### src/rtl/aes128_encrypt_core.sv
// AES-128 iterative encryption datapath: one byte substitution per cycle,
// round keys supplied by an external key-expansion stage via a start/request handshake.
module aes128_encrypt_core #(
   parameter int EXTERNAL_SBOX = 0
) (
   input  logic         clk_i,
   input  logic         rst_n_i,
   input  logic [127:0] data_i,
   input  logic         start_i,
   output logic         key_start_o,
   output logic         key_req_o,
   input  logic [127:0] round_key_i,
   input  logic         key_valid_i,
   output logic [127:0] data_o,
   output logic         valid_o,
   output logic         busy_o,
   output logic [7:0]   sbox_sub_o,
   input  logic [7:0]   sbox_sub_i
);

   typedef enum logic [2:0] {IDLE, INIT, ARK, SUB, SHIFT, MIX, DONE} fsm_t;

   localparam logic [0:255][7:0] SBOX = {
      128'h637c777bf26b6fc53001672bfed7ab76, 128'hca82c97dfa5947f0add4a2af9ca472c0,
      128'hb7fd9326363ff7cc34a5e5f171d83115, 128'h04c723c31896059a071280e2eb27b275,
      128'h09832c1a1b6e5aa0523bd6b329e32f84, 128'h53d100ed20fcb15b6acbbe394a4c58cf,
      128'hd0efaafb434d338545f9027f503c9fa8, 128'h51a3408f929d38f5bcb6da2110fff3d2,
      128'hcd0c13ec5f974417c4a77e3d645d1973, 128'h60814fdc222a908846eeb814de5e0bdb,
      128'he0323a0a4906245cc2d3ac629195e479, 128'he7c8376d8dd54ea96c56f4ea657aae08,
      128'hba78252e1ca6b4c6e8dd741f4bbd8b8a, 128'h703eb5664803f60e613557b986c11d9e,
      128'he1f8981169d98e949b1e87e9ce5528df, 128'h8ca1890dbfe6426841992d0fb054bb16
   };

   function automatic logic [7:0] xtime(input logic [7:0] b);
      return {b[6:0], 1'b0} ^ (b[7] ? 8'h1b : 8'h00);
   endfunction

   fsm_t          fsm_q, fsm_d;
   logic [3:0]    round_q, round_d;
   logic [3:0]    idx_q, idx_d;
   logic [127:0]  state_q, state_d;
   logic          valid_q, valid_d;

   logic [127:0]  load_w;
   logic [127:0]  shift_w;
   logic [127:0]  mix_w;
   logic [7:0]    cur_byte;
   logic [7:0]    int_sub;
   logic [7:0]    sub_val;

   // External big-endian byte order <-> internal little-endian byte order
   for (genvar gi = 0; gi < 16; gi++) begin : g_swap
      assign load_w[8*gi +: 8]        = data_i[127-8*gi -: 8];
      assign data_o[127-8*gi -: 8]    = state_q[8*gi +: 8];
   end

   // Byte k sits at row k%4, column k/4; row r rotates left by r columns
   for (genvar gi = 0; gi < 16; gi++) begin : g_shift
      localparam int ROW = gi % 4;
      localparam int COL = gi / 4;
      localparam int SRC = ROW + 4 * ((COL + ROW) % 4);
      assign shift_w[8*gi +: 8] = state_q[8*SRC +: 8];
   end

   for (genvar gi = 0; gi < 4; gi++) begin : g_mix
      logic [7:0] a0, a1, a2, a3;
      assign a0 = state_q[32*gi +  0 +: 8];
      assign a1 = state_q[32*gi +  8 +: 8];
      assign a2 = state_q[32*gi + 16 +: 8];
      assign a3 = state_q[32*gi + 24 +: 8];
      assign mix_w[32*gi +  0 +: 8] = xtime(a0) ^ xtime(a1) ^ a1 ^ a2 ^ a3;
      assign mix_w[32*gi +  8 +: 8] = a0 ^ xtime(a1) ^ xtime(a2) ^ a2 ^ a3;
      assign mix_w[32*gi + 16 +: 8] = a0 ^ a1 ^ xtime(a2) ^ xtime(a3) ^ a3;
      assign mix_w[32*gi + 24 +: 8] = xtime(a0) ^ a0 ^ a1 ^ a2 ^ xtime(a3);
   end

   assign cur_byte = state_q[{idx_q, 3'b000} +: 8];
   assign int_sub  = SBOX[cur_byte];
   assign sub_val  = (EXTERNAL_SBOX != 0) ? sbox_sub_i : int_sub;

   assign valid_o = valid_q;
   assign busy_o  = (fsm_q != IDLE);

   always_comb begin
      fsm_d       = fsm_q;
      round_d     = round_q;
      idx_d       = idx_q;
      state_d     = state_q;
      valid_d     = valid_q;
      key_start_o = 1'b0;
      key_req_o   = 1'b0;
      sbox_sub_o  = 8'h00;
      case (fsm_q)
         IDLE: begin
            if (start_i) begin
               state_d = load_w;
               valid_d = 1'b0;
               round_d = 4'd0;
               fsm_d   = INIT;
            end
         end
         INIT: begin
            key_start_o = 1'b1;
            fsm_d       = ARK;
         end
         ARK: begin
            if (key_valid_i) begin
               state_d = state_q ^ round_key_i;
               if (round_q == 4'd10) begin
                  fsm_d = DONE;
               end else begin
                  key_req_o = 1'b1;
                  round_d   = round_q + 4'd1;
                  idx_d     = 4'd0;
                  fsm_d     = SUB;
               end
            end
         end
         SUB: begin
            sbox_sub_o                       = cur_byte;
            state_d[{idx_q, 3'b000} +: 8]    = sub_val;
            idx_d                            = idx_q + 4'd1;
            if (idx_q == 4'd15) fsm_d = SHIFT;
         end
         SHIFT: begin
            state_d = shift_w;
            fsm_d   = (round_q == 4'd10) ? ARK : MIX;
         end
         MIX: begin
            state_d = mix_w;
            fsm_d   = ARK;
         end
         DONE: begin
            valid_d = 1'b1;
            fsm_d   = IDLE;
         end
         default: fsm_d = IDLE;
      endcase
   end

   always_ff @(posedge clk_i or negedge rst_n_i) begin
      if (!rst_n_i) begin
         fsm_q   <= IDLE;
         round_q <= 4'd0;
         idx_q   <= 4'd0;
         state_q <= '0;
         valid_q <= 1'b0;
      end else begin
         fsm_q   <= fsm_d;
         round_q <= round_d;
         idx_q   <= idx_d;
         state_q <= state_d;
         valid_q <= valid_d;
      end
   end

endmodule
### config.mk
export PLATFORM = sky130hd
export DESIGN_NAME = aes128_encrypt_core
export DESIGN_NICKNAME = d
export VERILOG_FILES = /design/src/rtl/aes128_encrypt_core.sv
export SDC_FILE = /design/constraint.sdc
export NUM_CORES = 1
export LEC_CHECK = 0
export CAP_MARGIN = 20
export CORE_MARGIN = 2
export CORE_UTILIZATION = 31
export CTS_BUF_LIST = sky130_fd_sc_hd__clkbuf_2
export DETAILED_ROUTE_END_ITERATION = 16
export MAX_ROUTING_LAYER = met4
export PLACE_DENSITY = 0.57
export SLEW_MARGIN = 0
export SYNTH_ARGS = -nofsm -noshare
export SYNTH_HDL_FRONTEND = slang
export SYNTH_SLANG_ARGS = --single-unit
### constraint.sdc
create_clock -name clk_i -period 5 [get_ports clk_i]
set_clock_uncertainty 0.1 [all_clocks]
set_input_delay 1 -clock clk_i [delete_from_list [all_inputs] [get_ports clk_i]]
set_output_delay 1 -clock clk_i [all_outputs]
set_load 0.01 [all_outputs]
==> flow_metrics.env <==
export IMPL_post_route_cells_drive_above_1_share_pct=16.8
export IMPL_dpl_hpwl_um=106000
export IMPL_tritoncts="yes"
export IMPL_floorplan_core_area_um2=65600
export IMPL_setup_viol=0
export IMPL_grtUsageTotal_pct=40.2
export IMPL_synthesis_yosys_warnings=0
export IMPL_worstPathRequired_ps=3900
export IMPL_weighted_congestion_at_the_end_of_routability_driven_global_placement=1.05
export IMPL_cts_root_buffer_cell="clkbuf_2"
export IMPL_fin_ws_ps=66.2
export IMPL_layout_worst_path_cycle_share_pct=98.7
export IMPL_number_of_antenna_violations_at_the_first_check_in_global_routing=7
export IMPL_drt_wl_total_um=137000
export IMPL_synth_seq_area_share_pct=17.1
export IMPL_via_per_inst=6.25
export IMPL_dpl_instance_area_um2=27800
export IMPL_synth_cells=2765
export IMPL_async_reset_ff_share_pct=100
export IMPL_drt_pass1_iterations=8
export IMPL_synth_fp_nets=3054
export IMPL_clock_latency_ps=940
export IMPL_worstSetupStartpointType="register"
export IMPL_post_route_cell_area_um2=28100
export IMPL_critPathKind="reg2out"
export IMPL_ant_nets=0
export IMPL_design_portCount=408
export IMPL_placement_rows=94
export IMPL_synth_edff_count=0
export IMPL_cts_clk_slew_worst_paths_ps=240
export IMPL_route_vias_total=26105
export IMPL_period_needed_ps=4930
export IMPL_cts_sinks=140
export IMPL_synth_area_per_cell_um2=7.42
export IMPL_worst_ep_arrival_time_ps=3830
export IMPL_critPathMaxFanout=6
export IMPL_flop_and_latch_count_out_of_synthesis=140
export IMPL_die_area_um2=68200
export IMPL_route_detailed_wl_per_inst_um=32.8
export IMPL_mappedNetlistArea_um2=20500
export IMPL_ctsHtreeMaxLevel=4
export IMPL_maximum_number_of_pins_on_one_net_before_global_route_repair=88
export IMPL_dpl_worst_slack_ps=343
export IMPL_worst_pin_slew_ps=1320
export IMPL_max_clock_path_buffers=2
export IMPL_grt_overflow=0
export IMPL_hold_viol_final=0
export IMPL_port_buffers=399
export IMPL_tritoncts_num_buffers=17
export IMPL_final_common_cell="buf_4"
export IMPL_initial_utilization_pct=31.2
export IMPL_drt_first_iter_violations=3690
export IMPL_fill_cells=6880
export IMPL_hold_class="reg2reg"
export IMPL_critical_path_endpoint_type="output pin"
export IMPL_grt_pass1_vias=25304
export IMPL_mostFrequentLayoutCells="422 x buf_4, 397 x xnor2_1, 397 x clkdlybuf4s50_1"
export IMPL_synthDistinctLibCells=86
export IMPL_die_w_um=261
export IMPL_outcome="finished, final reports clean"
export IMPL_grt_first_pass_wirelength_um=190000
export IMPL_totalNegativeSetupSlack_ps=0
export IMPL_timing_fmax_ghz=0.203
export IMPL_cap_violations=0
export IMPL_synth_flop_cell="dfrtp_1"
export IMPL_detail_route_drc_violations=0
export IMPL_maxSlewViolCount=0
export IMPL_timing_max_slew_rel_slack_pct=12.0
export IMPL_post_layout_net_count=3582
export IMPL_areaGrowthSynthToFinish_pct=37.2
export IMPL_die_height_um=261
through the flow:
| step | instances | util (%) | hold WS (ps) |
|---|---|---|---|
| CTS | 4168 | 42.8 | 413 |
| global route | 4173 | 42.9 | 437 |
| global placement | 4133 | 42.4 | 384 |
| detailed placement | 4133 | 42.4 | 392 |
| floorplan | 2765 | - | 357 |
| finish | 4174 | 42.9 | 418 |
area by class of cell:
cell class	count	area, µm²	area share [%]
inverter	24	90.1	0.320
clock buffer	17	85.1	0.302
antenna	4	10.0	0.0356
sequential	140	3520	12.5
multi-input combinational	2257	15400	54.7
timing repair buffer	853	7800	27.7
tap	864	1080	3.84
clock inverter	15	164	0.583
synthesized netlist by cell type, types with 12 or more instances:
master / number / share of area (%)
o21ai_1: 29 / 0.71
o211ai_1: 35 / 1.3
o22ai_1: 77 / 2.3
a311oi_1: 19 / 0.81
nor3_1: 39 / 0.95
o311ai_0: 17 / 0.73
buf_4: 13 / 0.48
dfrtp_1: 140 / 17
nand2b_1: 17 / 0.52
inv_1: 20 / 0.37
xnor2_1: 397 / 17
a31oi_1: 17 / 0.52
nand2_1: 208 / 3.8
o221ai_1: 58 / 2.5
buf_2: 38 / 0.93
mux4_2: 18 / 2.0
ha_1: 21 / 1.3
buf_1: 22 / 0.40
a22oi_1: 34 / 1.2
nor2_1: 173 / 3.2
o32ai_1: 12 / 0.51
nand3_1: 60 / 1.5
a211oi_1: 66 / 2.4
a21o_1: 12 / 0.44
clkbuf_1: 248 / 4.5
a221oi_1: 25 / 1.1
xor2_1: 132 / 5.6
mux2i_1: 61 / 3.0
o21ai_0: 259 / 6.3
buf_6: 16 / 0.88
or3_1: 52 / 1.6
a21oi_1: 270 / 6.6
critical path, stage by stage (launching register included):
cell and delay (ps):
dfrtp_2 500, buf_12 140, buf_4 190, mux4_2 570, a22oi_1 250, and3_4 320
buf_4 160, buf_4 200, nor2_1 70, clkdlybuf4s50_1 510
cells by family (layout without fill, tap and decap cells):
logic type / Yosys count / after routing / share of synthesized area [%]
adders and majority gates: 22 / 22 / 1.33
DFF: 140 / 140 / 17.1
AOI/OAI and AO/OA: 1011 / 1011 / 31.3
other: 0 / 4 / 0
muxes: 88 / 88 / 5.96
xor gates and xnor gates: 530 / 530 / 22.7
buffers and inverters: 368 / 909 / 8.27
and+or+nand+nor: 606 / 606 / 13.3
metal layers:
layer,vias to the layer above,share of wire (%),GRT usage [%]
li1,11053,-,-
met1,12475,37,47.6
met2,2018,44,60.9
met3,559,11,8.52
met4,0,8.6,27.8
met5,-,0,-
sequential cells by signal, summed over array words and instances (netlist names):
name     flops
fsm_q        3
state_q    128
idx_q        4
round_q      4
valid_o      1
what timing repair did:
action | 4_1_cts | 5_1_grt
hold endpoints to repair | 3 | 0
gates resized for setup | 5 | 7
hold buffers | 1 | 0
setup buffers | 2 | 2
endpoints found under the setup margin | 5 | 4
path summary, 6_finish.rpt:
path	from	end	slack, ps	cells past startpoint
hold / removal	round_q[3]	round_q[3]	420	1
min in group asynchronous	rst_n_i	state_q[12]	530	2
setup / recovery	idx_q[0]	sbox_sub_o[5]	70	9
setup reg to reg	idx_q[0]	state_q[52]	160	16
max in group asynchronous	rst_n_i	state_q[15]	3240	3
hold reg to reg	round_q[3]	round_q[3]	420	1
Power is not shown: default switching activity piles up to over one toggle a cycle in this logic, so the estimate is an artifact.
